**src/rtl/packet_pkg.sv**
```systemverilog
// rtl/packet_pkg.sv - shared packet and scheduler types for the switch fabric
package packet_pkg;

    localparam int NUM_PORTS    = 4;
    localparam int STARVE_LIMIT = 16;
    localparam int ADDR_WIDTH   = NUM_PORTS;

    typedef enum logic [1:0] {P_DATA, P_CTRL, P_MGMT} p_type;

    typedef enum logic [1:0] {IDLE, REQ, XFER} sched_state_t;

endpackage

```
**src/rtl/switch_scheduler_if.sv**
```systemverilog
// rtl/switch_scheduler_if.sv - input request / output allocation bundle of the scheduler
interface switch_scheduler_if #(
    parameter int NUM_PORTS = packet_pkg::NUM_PORTS
);

    logic [NUM_PORTS-1:0]                in_valid;
    logic [NUM_PORTS-1:0][NUM_PORTS-1:0] in_target;
    logic [NUM_PORTS-1:0]                in_eop;
    logic [NUM_PORTS-1:0]                in_grant;
    logic [NUM_PORTS-1:0][NUM_PORTS-1:0] out_src_sel;
    logic [NUM_PORTS-1:0]                out_busy;

    modport master (
        output in_valid, in_target, in_eop,
        input  in_grant, out_src_sel, out_busy
    );

    modport slave (
        input  in_valid, in_target, in_eop,
        output in_grant, out_src_sel, out_busy
    );

endinterface

```
**src/rtl/sched_in_ctrl.sv**
```systemverilog
// rtl/sched_in_ctrl.sv - per-input FSM, latched destination mask and starvation counter
module sched_in_ctrl
    import packet_pkg::*;
#(
    parameter int WIDTH = 4,
    parameter int LIMIT = 16
) (
    input  logic             clk,
    input  logic             rst_n,
    input  logic             valid_i,
    input  logic [WIDTH-1:0] target_i,
    input  logic             eop_i,
    input  logic             win_i,
    output logic             req_o,
    output logic             starving_o,
    output logic             grant_o,
    output logic [WIDTH-1:0] target_o
);

    localparam int CW = $clog2(LIMIT + 1);

    sched_state_t     state_q;
    logic             grant_q;
    logic [WIDTH-1:0] target_q;
    logic [CW-1:0]    wait_q;

    // An empty mask is indistinguishable from no request at all.
    assign req_o      = (state_q != XFER) && valid_i && (|target_i);
    assign starving_o = (state_q == REQ) && (wait_q == CW'(LIMIT));
    assign grant_o    = grant_q;
    assign target_o   = target_q;

    always_ff @(posedge clk or negedge rst_n) begin
        if (!rst_n) begin
            state_q  <= IDLE;
            grant_q  <= 1'b0;
            target_q <= '0;
            wait_q   <= '0;
        end else begin
            case (state_q)
                IDLE, REQ: begin
                    if (req_o && win_i) begin
                        state_q  <= XFER;
                        grant_q  <= 1'b1;
                        target_q <= target_i;
                        wait_q   <= '0;
                    end else if (req_o) begin
                        state_q <= REQ;
                        if (state_q == REQ && wait_q != CW'(LIMIT)) begin
                            wait_q <= wait_q + CW'(1);
                        end
                    end else begin
                        state_q <= IDLE;
                        wait_q  <= '0;
                    end
                end
                XFER: begin
                    if (eop_i) begin
                        state_q  <= IDLE;
                        grant_q  <= 1'b0;
                        target_q <= '0;
                    end
                end
                default: begin
                    state_q  <= IDLE;
                    grant_q  <= 1'b0;
                    target_q <= '0;
                    wait_q   <= '0;
                end
            endcase
        end
    end

endmodule

```
**src/rtl/switch_scheduler.sv**
```systemverilog
// rtl/switch_scheduler.sv - rotating-priority all-or-nothing multicast crossbar scheduler
module switch_scheduler #(
    parameter int NUM_PORTS    = packet_pkg::NUM_PORTS,
    parameter int STARVE_LIMIT = packet_pkg::STARVE_LIMIT
) (
    input logic               clk,
    input logic               rst_n,
    switch_scheduler_if.slave sif
);

    localparam int PW = (NUM_PORTS > 1) ? $clog2(NUM_PORTS) : 1;

    logic [NUM_PORTS-1:0]                req;
    logic [NUM_PORTS-1:0]                starving;
    logic [NUM_PORTS-1:0]                grant;
    logic [NUM_PORTS-1:0]                win;
    logic [NUM_PORTS-1:0][NUM_PORTS-1:0] tgt_q;
    logic [NUM_PORTS-1:0][NUM_PORTS-1:0] sel;
    logic [NUM_PORTS-1:0]                busy;
    logic [NUM_PORTS-1:0]                starve_mask;
    logic [NUM_PORTS-1:0]                claimed;
    logic [PW-1:0]                       rr_ptr_q;
    logic [PW-1:0]                       rr_ptr_d;
    logic [PW-1:0]                       idx;
    logic                                found;

    for (genvar i = 0; i < NUM_PORTS; i++) begin : g_in
        sched_in_ctrl #(
            .WIDTH (NUM_PORTS),
            .LIMIT (STARVE_LIMIT)
        ) u_ctrl (
            .clk        (clk),
            .rst_n      (rst_n),
            .valid_i    (sif.in_valid[i]),
            .target_i   (sif.in_target[i]),
            .eop_i      (sif.in_eop[i]),
            .win_i      (win[i]),
            .req_o      (req[i]),
            .starving_o (starving[i]),
            .grant_o    (grant[i]),
            .target_o   (tgt_q[i])
        );
    end

    always_comb begin
        sel  = '0;
        busy = '0;
        for (int j = 0; j < NUM_PORTS; j++) begin
            for (int i = 0; i < NUM_PORTS; i++) begin
                sel[j][i] = grant[i] & tgt_q[i][j];
            end
            busy[j] = |sel[j];
        end
    end

    assign sif.in_grant    = grant;
    assign sif.out_src_sel = sel;
    assign sif.out_busy    = busy;

    // Outputs still owned this cycle (even on their eop beat) seed the claim set,
    // and outputs wanted by a starving requester are fenced off from everyone else.
    always_comb begin
        starve_mask = '0;
        claimed     = busy;
        win         = '0;
        found       = 1'b0;
        rr_ptr_d    = rr_ptr_q;
        idx         = '0;
        for (int i = 0; i < NUM_PORTS; i++) begin
            if (req[i] && starving[i]) begin
                starve_mask = starve_mask | sif.in_target[i];
            end
        end
        for (int k = 0; k < NUM_PORTS; k++) begin
            idx = PW'((int'(rr_ptr_q) + k) % NUM_PORTS);
            if (req[idx]
                && (starving[idx] || ((sif.in_target[idx] & starve_mask) == '0))
                && ((sif.in_target[idx] & claimed) == '0)) begin
                win[idx] = 1'b1;
                claimed  = claimed | sif.in_target[idx];
                if (!found) begin
                    found    = 1'b1;
                    rr_ptr_d = PW'((int'(idx) + 1) % NUM_PORTS);
                end
            end
        end
    end

    always_ff @(posedge clk or negedge rst_n) begin
        if (!rst_n) begin
            rr_ptr_q <= '0;
        end else begin
            rr_ptr_q <= rr_ptr_d;
        end
    end

endmodule

```
**src/flat_wrapper.sv**
```systemverilog
// flat-port wrapper written by rule: the top's interface ports become plain ports
module switch_scheduler_flat 
#(
    parameter int NUM_PORTS    = packet_pkg::NUM_PORTS,
    parameter int STARVE_LIMIT = packet_pkg::STARVE_LIMIT
)
  (clk, rst_n, sif_in_valid, sif_in_target, sif_in_eop, sif_in_grant, sif_out_src_sel, sif_out_busy);
  switch_scheduler_if #(.NUM_PORTS(NUM_PORTS)) sif_i ();
  input logic clk;
  input logic rst_n;
  input wire logic [$bits(sif_i.in_valid)-1:0] sif_in_valid;
  input wire logic [$bits(sif_i.in_target)-1:0] sif_in_target;
  input wire logic [$bits(sif_i.in_eop)-1:0] sif_in_eop;
  output wire logic [$bits(sif_i.in_grant)-1:0] sif_in_grant;
  output wire logic [$bits(sif_i.out_src_sel)-1:0] sif_out_src_sel;
  output wire logic [$bits(sif_i.out_busy)-1:0] sif_out_busy;
  assign sif_i.in_valid = sif_in_valid;
  assign sif_i.in_target = sif_in_target;
  assign sif_i.in_eop = sif_in_eop;
  assign sif_in_grant = sif_i.in_grant;
  assign sif_out_src_sel = sif_i.out_src_sel;
  assign sif_out_busy = sif_i.out_busy;
  switch_scheduler #(.NUM_PORTS(NUM_PORTS), .STARVE_LIMIT(STARVE_LIMIT)) u_core (.clk(clk), .rst_n(rst_n), .sif(sif_i));
endmodule
```
**config.mk**
```make
export PLATFORM = sky130hd
export DESIGN_NAME = switch_scheduler_flat
export DESIGN_NICKNAME = d
export VERILOG_FILES = /design/src/rtl/packet_pkg.sv /design/src/rtl/switch_scheduler_if.sv /design/src/rtl/sched_in_ctrl.sv /design/src/rtl/switch_scheduler.sv /design/src/flat_wrapper.sv
export SDC_FILE = /design/constraint.sdc
export NUM_CORES = 1
export LEC_CHECK = 0
export CAP_MARGIN = 20
export CORE_MARGIN = 2
export CORE_UTILIZATION = 58
export DETAILED_ROUTE_END_ITERATION = 12
export GPL_TIMING_DRIVEN = 0
export HOLD_SLACK_MARGIN = 0.06
export PLACE_DENSITY = 0.85
export SYNTH_ARGS = -nofsm -noshare
export SYNTH_HDL_FRONTEND = slang
export SYNTH_SLANG_ARGS = --single-unit
```
**constraint.sdc**
```tcl
create_clock -name clk -period 6.1 [get_ports clk]
set_input_delay 1.22 -clock clk [delete_from_list [all_inputs] [get_ports clk]]
set_output_delay 1.22 -clock clk [all_outputs]
set_load 0.02 [all_outputs]
```
==> results of run 1 <==
==> metrics by stage <==
step                      total power [uW]  util [%]  area, um^2
after floorplan                       2030         -        4440
after global placement                2520      68.9        5050
after detailed placement              2570      69.1        5070
after CTS                             2800      70.6        5170
after global routing                  3030      70.6        5170
final                                 2830      70.6        5170
==> placed cells by master, fill, tap and decap left out, types with 4 or more instances in the layout <==
cell             count
o211ai_1             4
inv_1               49
nand2b_1             4
mux2i_1             17
buf_4                4
o21ai_0             10
nor2b_1              8
dfrtp_1             50
nor2_1              22
a31oi_1              5
clkdlybuf4s50_1     48
a22o_1               4
a222oi_1             4
and2_1              17
clkbuf_1            10
a21oi_1             19
clkbuf_8             7
buf_2                8
nand2_1             57
o311ai_1             9
a31o_2               8
ha_1                16
a32oi_1              6
o31ai_1              6
nand3_1             26
or4b_1               6
nand4_1             24
or4_1                9
xor2_1               4
mux4_2              18
nor3_1               6
==> layout make-up <==
cell class	instances	area [um^2]
Clock inverter	1	8.76
Multi-Input combinational cell	377	2900
Timing Repair Buffer	50	505
Clock buffer	7	96.3
Fill cell	562	2160
Sequential cell	50	1250
Tap cell	99	124
Inverter	50	188
Buffer	21	103
==> metal layers <==
| layer | wire [um] | up-vias | global-route usage, % |
|---|---|---|---|
| met2 | 6110 | 217 | 50.5 |
| met4 | 288 | 0 | 10.9 |
| met5 | 0 | - | 0 |
| met1 | 5190 | 2096 | 41.9 |
| met3 | 1150 | 27 | 6.72 |
| li1 | - | 2009 | - |
==> cells by family (layout without fill, tap and decap cells) <==
family	after synthesis	count (layout)	synth area share (%)
muxes	36	36	13.2
xor gates and xnor gates	5	5	0.986
DFF	50	50	28.2
AOI/OAI and AO/OA	116	116	21.3
and+or+nand+nor	204	204	25.2
adders and majority gates	16	16	4.51
buffers and inverters	71	129	6.54
==> power by group through the flow <==
stage | registers (uW) | logic (uW) | clock network (uW)
after floorplan | 515 | 1510 | 0
after global placement | 540 | 1980 | 0
after detailed placement | 546 | 2020 | 0
after CTS | 539 | 2030 | 225
after global routing | 560 | 2230 | 240
final | 542 | 2060 | 221
==> path summary, 6_finish.rpt <==
path | endpoint | slack (ns) | cells after the start
max | u_core.g_in[2].u_ctrl.target_o[3] | 0.70 | 14
min | u_core.g_in[0].u_ctrl.wait_q[0] | 0.52 | 1
max reg2reg | u_core.g_in[2].u_ctrl.target_o[3] | 0.70 | 14
min reg2reg | u_core.g_in[0].u_ctrl.wait_q[0] | 0.52 | 1
max in group asynchronous | u_core.g_in[3].u_ctrl.state_q[0] | 4.76 | 2
min in group asynchronous | u_core.g_in[1].u_ctrl.state_q[1] | 0.81 | 1
==> sequential cells by signal, summed over array words and instances (netlist names) <==
signal / count
u_core.g_in.u_ctrl.grant_o: 4
u_core.rr_ptr_q: 2
u_core.g_in.u_ctrl.state_q: 8
u_core.g_in.u_ctrl.wait_q: 20
u_core.g_in.u_ctrl.target_o: 16
==> qor.csv, run 1 <==
metric,value,unit
syn2layout_area_growth,16.5,%
synth.net_count,540,
whs,0.522,ns
critical_path.max_stage_delay,0.64,ns
yosys-top-cells-area,"dfrtp_1 (28%), mux4_2 (9.1%), nand2_1 (4.8%)",
finalNonFillerCells,655,
worstPathRequired,6.31,ns
fp.dieH,91.5,um
wire_per_inst,19.4,um
synth.largest_area_cell,dfrtp_1,
clock_skew,0.00647,ns
synth_seq_cells,50,
synth_edf_count,0,
cp_max_fo,10,
slew-limit-headroom,44.5,%
p_comb_share,73.0,%
crit_top_cell,clkbuf_1,
endpoint_kind,register,
drv_cap,0,
vdd_drop_max,0.000280,V
crit_family,compound AO/OA/AOI/OAI gates,
syn_area_per_cell,8.91,um^2
htree_num_levels,2,
synth_most_common_cell,nand2_1,
yosysTopAreaCellShare,28.2,%
holdBufCountCts,0,
critical_path_class,reg2reg,
setup_ws,0.696,ns
die_x,91.5,um
cts-root-buf,clkbuf_8,
fin_tns_setup,0,ns
antenna_left,0,
p_clk_share,7.8,%
synth_area,0.00444,mm^2
yosysWarnings,0,
async_flop_share,100,%
slew_violations,0,
pwr-share-seq,19.2,%
synth_cells,498,
via_per_inst,6.64,
post-place-ws,0.644,ns
route.detailed.drc,0,
dp_hpwl,9990,um
hold_start,u_core.g_in[0].u_ctrl.wait_q[0],
cp_slowest_cell,mux4_2,
worstPathArrival,5.61,ns
start_util,60.6,%
p_sw,1450,uW
synth_ff_type,dfrtp_1,
insertion_delay,0.31,ns
cts_tree,built,
gp_congestion,1.02,
final_layout_size_suffix_gt1_share,11.3,%
drt_iter0_drc,549,
track_usage,31.4,%
path_cells,buf_2 > inv_1 > ha_1 > clkbuf_1 > clkbuf_1 > mux4_2 > a222oi_1 > a21boi_1 > a311oi_1 > a32oi_1 > a221oi_4 > a41oi_4 > or4b_1 > o311ai_1,
synthTopCellsByCount,"nand2_1 (57), dfrtp_1 (50), inv_1 (49)",
final_hold_viol_count,0,
grt_max_degree,38,
num_vias,4349,
switching_share,51.4,%
cts-buffers-inserted,5,
post-cts-setup-buffers,0,
rr_startpoint,u_core.rr_ptr_q[1],
status,completed,
startpoint_type,register,
fin_crit,5.40,ns
worstHoldPathType,reg2reg,
postRouteWirelength,12700,um
power.density,546,mW/mm^2
fmax,185,MHz
seq_area_frac_synth,28.2,%
synth_cell_types,72,
setup_violations,0,
clock_sinks,50,
clkTransAtPathRegs,0.10,ns
cts_resized,0,
antenna_found_initial,0,
diodes,0,
core,0.00733,mm^2
grt.overflow.total,0,
period_share,88.6,%
crit_buf_inv,4,
tightest_slew,0.824,ns
grt_pass1_wl,21000,um
grt_setup_unrepaired,false,
fin_nets,597,
internal_power,1370,uW
port_buffers,49,
drtPass1Iterations,7,
top_level_ports,50,
cts_buffer_depth,2,
grt_pass1_vias,4210,
p_leak,0.00217,uW
rows,31,
dpl.cell_count,647,
die-area,0.00837,mm^2
startpoint,u_core.rr_ptr_q[1],
(Power assumes the default switching activity.)
==> run 2: changes to the inputs <==
--- a/config.mk
+++ b/config.mk
@@ -6,12 +6,14 @@
 export NUM_CORES = 1
 export LEC_CHECK = 0
 export CAP_MARGIN = 20
+export CORE_ASPECT_RATIO = 0.7
 export CORE_MARGIN = 2
 export CORE_UTILIZATION = 58
 export DETAILED_ROUTE_END_ITERATION = 12
 export GPL_TIMING_DRIVEN = 0
 export HOLD_SLACK_MARGIN = 0.06
 export PLACE_DENSITY = 0.85
+export SLEW_MARGIN = 0
 export SYNTH_ARGS = -nofsm -noshare
 export SYNTH_HDL_FRONTEND = slang
 export SYNTH_SLANG_ARGS = --single-unit
==> qor.csv, run 2 (synthesis gave the netlist of run 1 again) <==
metric,value,unit,change
whs_endpoint,u_core.g_in[3].u_ctrl.target_o[3],,
largest_register_ffs,20,,unchanged
vdd_drop_max,0.000235,V,-16%
multiInputGateArea,0.00290,mm^2,unchanged
grt.overflow.total,0,,unchanged
worstPathRequired,6.32,ns,about the same
grt_pass1_wl,22600,um,+7.6%
crit_cells,14,,unchanged
p_leak,0.00217,uW,-0.14%
cts_buffer_depth,2,,unchanged
endpoint_kind,register,,
route.detailed.drc,0,,unchanged
status,completed,,
slew-limit-headroom,53.8,%,+9.3 points
fin_crit,5.47,ns,+0.0667 ns
critical_path_class,reg2reg,,
syn2layout_area_growth,16.6,%,about the same
regMostFlops,u_core.g_in.u_ctrl.wait_q,,
start_util,60.4,%,-0.18 points
final_cell_mix,"nand2_1 (57), dfrtp_1 (50), inv_1 (49)",,
hold_start,u_core.g_in[3].u_ctrl.target_o[3],,
final_hold_viol_count,0,,unchanged
drt_iter0_drc,556,,+1.3%
track_usage,34.7,%,+3.3 points
grt_max_degree,36,,-5.3%
cp_slowest_cell,mux4_2,,
startpoint,u_core.rr_ptr_q[1],,
placed_cell_area,0.00507,mm^2,about the same
power,2890,uW,+2.5%
final_common_cell,nand2_1,,
worstHoldPathType,reg2reg,,
startpoint_type,register,,
cts-buffers-inserted,5,,unchanged
seq_area,0.00125,mm^2,unchanged
fmax,183,MHz,-1.2%
reg2reg_depth,14,,unchanged
worstPathArrival,5.69,ns,+0.08 ns
top_level_ports,50,,unchanged
path_cells,buf_2 > inv_1 > ha_1 > clkbuf_1 > clkbuf_1 > mux4_2 > a222oi_1 > a21boi_1 > a311oi_1 > a32oi_1 > a221oi_4 > a41oi_4 > or4b_1 > o311ai_1,,
clock_sinks,50,,unchanged
crit_family,compound AO/OA/AOI/OAI gates,,
whs,0.533,ns,+0.0112 ns
via_per_inst,6.74,,+1.6%
num_vias,4411,,+1.4%
period_share,89.7,%,+1.1 points
postRouteWirelength,13400,um,+5.5%
drtPass1Iterations,5,,-2
hold_depth,2,,+1
power.density,559,mW/mm^2,+2.4%
setup_violations,0,,unchanged
r2r_slack,0.63,ns,-0.07 ns
tightest_slew,0.693,ns,-0.131 ns
slew_violations,0,,unchanged
holdBufCountCts,0,,unchanged
die_x,109,um,+19%
fin_tns_setup,0,ns,unchanged
wire_per_inst,20.5,um,+5.7%
clock_skew,0.0179,ns,+0.0114 ns
rows,26,,-16%
n_fill_cell,615,,+9.4%
drv_cap,0,,unchanged
antenna_found_initial,0,,unchanged
gp_congestion,1.05,,+2.8%
critical_path.max_stage_delay,0.64,ns,about the same
htree_num_levels,2,,unchanged
cts_resized,0,,unchanged
crit_buf_inv,4,,unchanged
dpl.cell_count,646,,-0.15%
post-cts-setup-buffers,0,,unchanged
fin_nets,597,,unchanged
cp_max_fo,10,,unchanged
cts_tree,built,,
finalNonFillerCells,654,,-0.15%
insertion_delay,0.33,ns,+0.02 ns
core,0.00735,mm^2,+0.29%
fp.dieH,77.2,um,-16%
stdcell_area,0.00518,mm^2,about the same
rr_endpoint,u_core.g_in[2].u_ctrl.target_o[2],,
diodes,0,,unchanged
antenna_left,0,,unchanged
grt_setup_unrepaired,false,,
final_layout_size_suffix_gt1_share,11.2,%,-0.18 points
rr_startpoint,u_core.rr_ptr_q[1],,
crit_top_cell,clkbuf_1,,
grt_pass1_vias,4315,,+2.5%
die-area,0.00838,mm^2,+0.13%
port_buffers,49,,unchanged
clkTransAtPathRegs,0.10,ns,about the same
cts-root-buf,clkbuf_8,,
dp_hpwl,10500,um,+5.6%
## run 2: layout make-up
type / count / share of cell area (%)
flip-flops and latches: 50 / 24.2
well taps: 98 / 2.37
plain buffers: 21 / 1.98
clock buffers: 6 / 1.40
multi-input cells: 377 / 56.0
repair buffers: 50 / 9.76
clock inverters: 2 / 0.725
inverters: 50 / 3.62
## run 2: tightest hold or removal path, delay by kind of cell, from the launching register on
family / cells / cell delay, ns
muxes: 1 / 0.06
and+or+nand+nor: 1 / 0.06
DFF: 1 / 0.39
## run 2: where the power goes
group	internal [uW]	switching [uW]
clock network	123	122
logic	832	1280
registers	436	108
total	1390	1500
## run 2: worst max-delay path by stage
stage	end	slack, ns
after CTS	u_core.g_in[2].u_ctrl.target_o[2]	0.71
after global routing	u_core.g_in[0].u_ctrl.target_o[2]	0.28
after global placement	u_core.g_in[3].u_ctrl.target_o[3]	0.68
after detailed placement	u_core.g_in[2].u_ctrl.target_o[2]	0.61
after floorplan	u_core.g_in[2].u_ctrl.target_o[2]	1.61
final	u_core.g_in[2].u_ctrl.target_o[2]	0.63
## run 2: per-stage QoR
stage	setup WS, ns	util, %
2_1_floorplan	1.61	-
3_5_place_dp	0.613	68.9
5_1_grt	0.282	70.4
4_1_cts	0.707	70.4
6_report	0.629	70.4
3_3_place_gp	0.683	68.7
## run 2: metal layers
| layer | up-vias | part of all wire [%] | track usage [%] |
|---|---|---|---|
| met5 | - | 0 | 0 |
| met4 | 0 | 1.8 | 8.08 |
| met3 | 29 | 12 | 12.2 |
| met2 | 246 | 42 | 49.9 |
| met1 | 2126 | 44 | 50.0 |
| li1 | 2010 | - | - |
==> run 3: changes to the inputs <==
--- a/config.mk
+++ b/config.mk
@@ -8,11 +8,13 @@
 export CAP_MARGIN = 20
 export CORE_ASPECT_RATIO = 0.7
 export CORE_MARGIN = 2
-export CORE_UTILIZATION = 58
+export CORE_UTILIZATION = 60
 export DETAILED_ROUTE_END_ITERATION = 12
+export DONT_BUFFER_PORTS = 1
 export GPL_TIMING_DRIVEN = 0
 export HOLD_SLACK_MARGIN = 0.06
-export PLACE_DENSITY = 0.85
+export PLACE_DENSITY = 0.79
+export SKIP_LAST_GASP = 1
 export SLEW_MARGIN = 0
 export SYNTH_ARGS = -nofsm -noshare
 export SYNTH_HDL_FRONTEND = slang
==> qor.csv, run 3 (synthesis gave the netlist of run 1 again) <==
metric,value,unit,change
cp_max_fo,10,,unchanged
fp.dieH,76.0,um,-1.6%
grt.overflow.total,0,,unchanged
tightest_slew,0.678,ns,-0.0149 ns
power.density,580,mW/mm^2,+3.8%
r2r_slack,0.74,ns,+0.11 ns
reg2reg_depth,14,,unchanged
period_share,87.8,%,-1.9 points
fin_nets,547,,-8.4%
pwr-share-seq,19.8,%,+1.0 points
top_level_ports,50,,unchanged
placed_cell_area,0.00456,mm^2,-10%
grt_max_degree,51,,+42%
clkTransAtPathRegs,0.09,ns,about the same
whs,0.522,ns,-0.0113 ns
rows,26,,unchanged
largest_register_ffs,20,,unchanged
final_hold_viol_count,0,,unchanged
grt_pass1_wl,20300,um,-10%
grt_setup_unrepaired,false,,
route.detailed.drc,0,,unchanged
track_usage,31.8,%,-2.9 points
status,completed,,
switching_share,52.8,%,+0.85 points
multiInputGateArea,0.00290,mm^2,unchanged
fmax,187,MHz,+2.1%
cts-root-buf,clkbuf_8,,
core,0.00722,mm^2,-1.8%
p_clk_share,9.0,%,+0.5 points
worstPathArrival,5.57,ns,-0.12 ns
post-cts-setup-buffers,0,,unchanged
die-area,0.00811,mm^2,-3.2%
cts_buffer_depth,2,,unchanged
dp_hpwl,9870,um,-6.4%
final_common_cell,nand2_1,,
setup_violations,0,,unchanged
clock_skew,0.00737,ns,-0.0105 ns
slew-limit-headroom,54.8,%,+0.99 points
p_leak,0.00198,uW,-8.6%
internal_power,1280,uW,-7.9%
fin_crit,5.36,ns,-0.113 ns
final_layout_size_suffix_gt1_share,11.9,%,+0.73 points
seq_area,0.00125,mm^2,unchanged
hold_depth,2,,unchanged
htree_num_levels,2,,unchanged
n_fill_cell,611,,-0.65%
antenna_found_initial,1,,+1
syn2layout_area_growth,5.36,%,
cts_resized,0,,unchanged
startpoint_type,register,,
postRouteWirelength,12800,um,-4.5%
worstPathRequired,6.31,ns,about the same
vdd_drop_max,0.000300,V,+28%
regMostFlops,u_core.g_in.u_ctrl.wait_q,,
p_comb_share,71.2,%,-1.6 points
wire_per_inst,21.2,um,+3.4%
die_x,107,um,-1.6%
endpoint_kind,register,,
gp_congestion,1.10,,+4.5%
stdcell_area,0.00468,mm^2,-9.7%
antenna_left,0,,unchanged
start_util,61.5,%,+1.1 points
clock_sinks,50,,unchanged
holdBufCountCts,0,,unchanged
grt_pass1_vias,3869,,-10%
drv_cap,0,,unchanged
via_per_inst,7.01,,+4.0%
drt_iter0_drc,532,,-4.3%
worstHoldPathType,reg2reg,,
insertion_delay,0.31,ns,-0.02 ns
critical_path_class,reg2reg,,
drtPass1Iterations,8,,+3
final_cell_mix,"nand2_1 (57), dfrtp_1 (50), inv_1 (49)",,
port_buffers,0,,-100%
p_sw,1430,uW,-4.7%
cts-buffers-inserted,5,,unchanged
fin_tns_setup,0,ns,unchanged
cts_tree,built,,
slew_violations,0,,unchanged
num_vias,4235,,-4.0%
## run 3: critical path, stage by stage, from the launching register on
cell,delay [ns]
dfrtp_1,0.57
buf_2,0.31
inv_1,0.21
ha_1,0.32
clkbuf_1,0.31
clkbuf_1,0.50
mux4_2,0.63
a222oi_1,0.38
a21boi_1,0.12
a311oi_1,0.24
a32oi_1,0.13
a221oi_4,0.50
a41oi_4,0.33
or4b_1,0.60
o311ai_1,0.10
## run 3: cell type report
cell class,instances,area share (%)
diodes,1,0.0535
plain buffers,21,2.19
clock buffers,6,1.77
clock inverters,1,0.642
inverters,50,4.01
multi-input cells,377,62.0
flip-flops and latches,50,26.8
well taps,98,2.62
## run 3: path summary, 6_finish.rpt
| check | end | start |
|---|---|---|
| min | u_core.g_in[0].u_ctrl.target_o[2] | u_core.g_in[0].u_ctrl.target_o[2] |
| max | u_core.g_in[0].u_ctrl.target_o[3] | u_core.rr_ptr_q[1] |
| min in group asynchronous | u_core.g_in[0].u_ctrl.target_o[0] | rst_n |
| max reg2reg | u_core.g_in[0].u_ctrl.target_o[3] | u_core.rr_ptr_q[1] |
| min reg2reg | u_core.g_in[0].u_ctrl.target_o[2] | u_core.g_in[0].u_ctrl.target_o[2] |
| max in group asynchronous | u_core.g_in[3].u_ctrl.wait_q[3] | rst_n |
## run 3: routing by layer
layer  GRT usage [%]  vias up  part of all wire [%]
met3            13.4       42                    14
met5               0        -                     0
met1            46.0     2005                    43
li1                -     1908                     -
met2            44.6      280                    41
met4            6.75        0                   1.6
## run 3: stage by stage
step	worst slack, ns	utilization (%)	total power, uW	cells
2_1_floorplan	1.61	-	2030	498
3_3_place_gp	0.865	63.2	2380	596
3_5_place_dp	0.816	63.2	2420	596
4_1_cts	0.825	64.7	2670	603
5_1_grt	0.392	64.7	2900	603
6_report	0.743	64.8	2710	604
## run 3: power by group through the flow
stage          clock (uW)  combinational, uW  sequential, uW
2_1_floorplan           0               1510             515
3_3_place_gp            0               1840             539
3_5_place_dp            0               1880             543
4_1_cts               249               1890             536
5_1_grt               259               2090             553
6_report              243               1930             539
==> edit (flow settings as in run 3) <==
`STARVE_LIMIT`: 16 -> 32.
--- a/src/rtl/packet_pkg.sv
+++ b/src/rtl/packet_pkg.sv
@@ -3,5 +3,5 @@
 
     localparam int NUM_PORTS    = 4;
-    localparam int STARVE_LIMIT = 16;
+    localparam int STARVE_LIMIT = 32;
     localparam int ADDR_WIDTH   = NUM_PORTS;
 
Check against the original RTL: no difference found for any inputs over 4 cycles, from zero or initial values and one cycle with rst_n low; that may be too few to reach the edited logic, so the function may still have changed.
==> edit against run 3 <==
- cell area increased by 5.2%
- sequential cell count increased by 4
- die area increased by 5.0%
- routed wire length increased by 4.0%
- setup slack improved by 0.087 ns
- power increased by 0.17%
- area after synthesis increased by 5.2%
- critical endpoint is now u_core.g_in[3].u_ctrl.target_o[0]
- largest power group unchanged
- highest routed layer unchanged
==> edit: results (changes against run 3) <==
metric;value;unit;change
Max Buffers Root-to-Sink;2;;unchanged
vias per inst;7.12;;+1.5%
peak fanout along the critical path;10;;unchanged
commonest register cell after synthesis;dfrtp_1;;
GRT Resource Usage Total;33.2;%;+1.3 points
hold path cells;2;;unchanged
crit path DAT;5.48;ns;-0.09 ns
largest net degree at the start of global routing;55;;+7.8%
Worst R2R Path Depth;14;;unchanged
synth unique cells;69;;-4.2%
clock insertion delay at the later pin of the skew report;0.32;ns;
max reg flops;24;;+20%
Worst-path clk slew;0.10;ns;
Post-Place Setup Slack;0.908;ns;+0.0918 ns
share of flip-flops with an asynchronous set or reset;100;%;unchanged
Post-DP HPWL;10200;µm;+3.8%
top cells by count, synth;dfrtp_1, a21oi_1, nand2_1;;
syn nets;550;;+1.9%
filler cell count;606;;-0.82%
Biggest register;u_core.g_in.u_ctrl.wait_q;;
first-pass GRT wire length;21900;µm;+7.7%
antenna violations before repair;1;;unchanged
Resized Gates After CTS;0;;unchanged
Area contributors post-synth;dfrtp_1, mux4_2, a21oi_1;;
adder-cell share of the synthesized area;4.28;%;-0.22 points
clock skew;0.0102;ns;+0.00285 ns
switching power;1390;µW;-2.9%
post-synthesis compound-gate area fraction;23.8;%;+2.5 points
Leakage;0.00202;µW;+1.8%
initial drt markers;637;;+20%
Slew @ Worst Pin;0.891;ns;+0.213 ns
maximum VDD drop;272;µV;-9.3%
post-synthesis sequential area ratio;28.9;%;+0.74 points
# nets final;557;;+1.8%
drt total wl;13300;µm;+4.0%
Pre-Repair DR Iteration Count;5;;-3
layout cells sized above 1;12.6;%;+0.72 points
number of global-route vias before repair;4126;;+6.6%
CTS Buf Count;5;;unchanged
Yosys top cell by area;dfrtp_1;;
status;finished, final reports clean;;
RD Place Congestion;0.961;;-12%
mux share of post-synthesis cell area;13.7;%;+0.49 points
xor and xnor area share after synthesis;1.50;%;+0.51 points
[edit: changes by cell type in the layout (fill, tap and decap cells not counted), sizes merged, moves of 6 or more]
cell	delta
a21oi	+22
inv	-22
nand2	-16
nand4	-15
nor2	+12
o311ai	-11
o21ai	+10
nor3	+9
and3b	+7
mux2i	-7
a22oi	+6
mux4	+6
or4b	-6
[edit: layout make-up]
cell class,instances,share of cell area (%)
Antenna cell,1,0.0509
Buffer,22,2.47
Clock buffer,6,1.68
Clock inverter,2,0.789
Inverter,28,2.14
Multi-Input combinational cell,404,62.9
Sequential cell,54,27.5
Tap cell,98,2.49
[edit: per-stage QoR]
step	instances	instance area, µm²
2_1_floorplan	508	4670
3_3_place_gp	606	4790
3_5_place_dp	606	4790
4_1_cts	614	4920
5_1_grt	615	4920
6_report	615	4920
[edit: final timing paths]
check | from | to | slack [ns]
max in group asynchronous | rst_n | u_core.rr_ptr_q[1] | 5.40
min reg2reg | u_core.g_in[2].u_ctrl.target_o[2] | u_core.g_in[2].u_ctrl.target_o[2] | 0.54
min in group asynchronous | rst_n | u_core.g_in[0].u_ctrl.wait_q[0] | 0.57
max | u_core.rr_ptr_q[0] | u_core.g_in[3].u_ctrl.target_o[0] | 0.83
max reg2reg | u_core.rr_ptr_q[0] | u_core.g_in[3].u_ctrl.target_o[0] | 0.83
min | u_core.g_in[2].u_ctrl.target_o[2] | u_core.g_in[2].u_ctrl.target_o[2] | 0.54
[edit: logic make-up (layout without fill, tap and decap cells)]
| logic type | after synthesis | count (layout) |
|---|---|---|
| other cells | 0 | 1 |
| compound gates | 149 | 149 |
| fa+ha+maj | 16 | 16 |
| flops | 54 | 54 |
| buf+inv | 50 | 58 |
| mux | 34 | 34 |
| simple gates | 197 | 197 |
| xor+xnor | 8 | 8 |
[edit: critical path, cell delays in order, from the launching register on]
cell,delay [ns]
dfrtp_1,0.58
buf_4,0.29
inv_1,0.20
ha_1,0.48
buf_1,0.53
mux4_2,0.50
and2_1,0.22
a32o_1,0.27
a31oi_2,0.38
nand3_1,0.38
a31oi_4,0.36
a31oi_2,0.20
or2_1,0.27
buf_6,0.14
a311o_1,0.35
[edit: layer usage]
metal  share of wire [%]  vias up  wire, µm  global-route usage, %
met4                 1.8        0       241                   6.96
met5                   0        -         0                      0
met1                  42     2115      5640                   49.8
met3                  12       27      1650                   11.4
met2                  44      257      5810                   46.3
li1                    -     1978         -                      -
[edit: power by group through the flow]
stage | sequential (µW) | clock, µW | combinational [µW]
global placement | 572 | 0 | 1780
CTS | 574 | 266 | 1830
floorplan | 547 | 0 | 1460
global route | 595 | 281 | 2030
finish | 579 | 265 | 1870
detailed placement | 582 | 0 | 1820
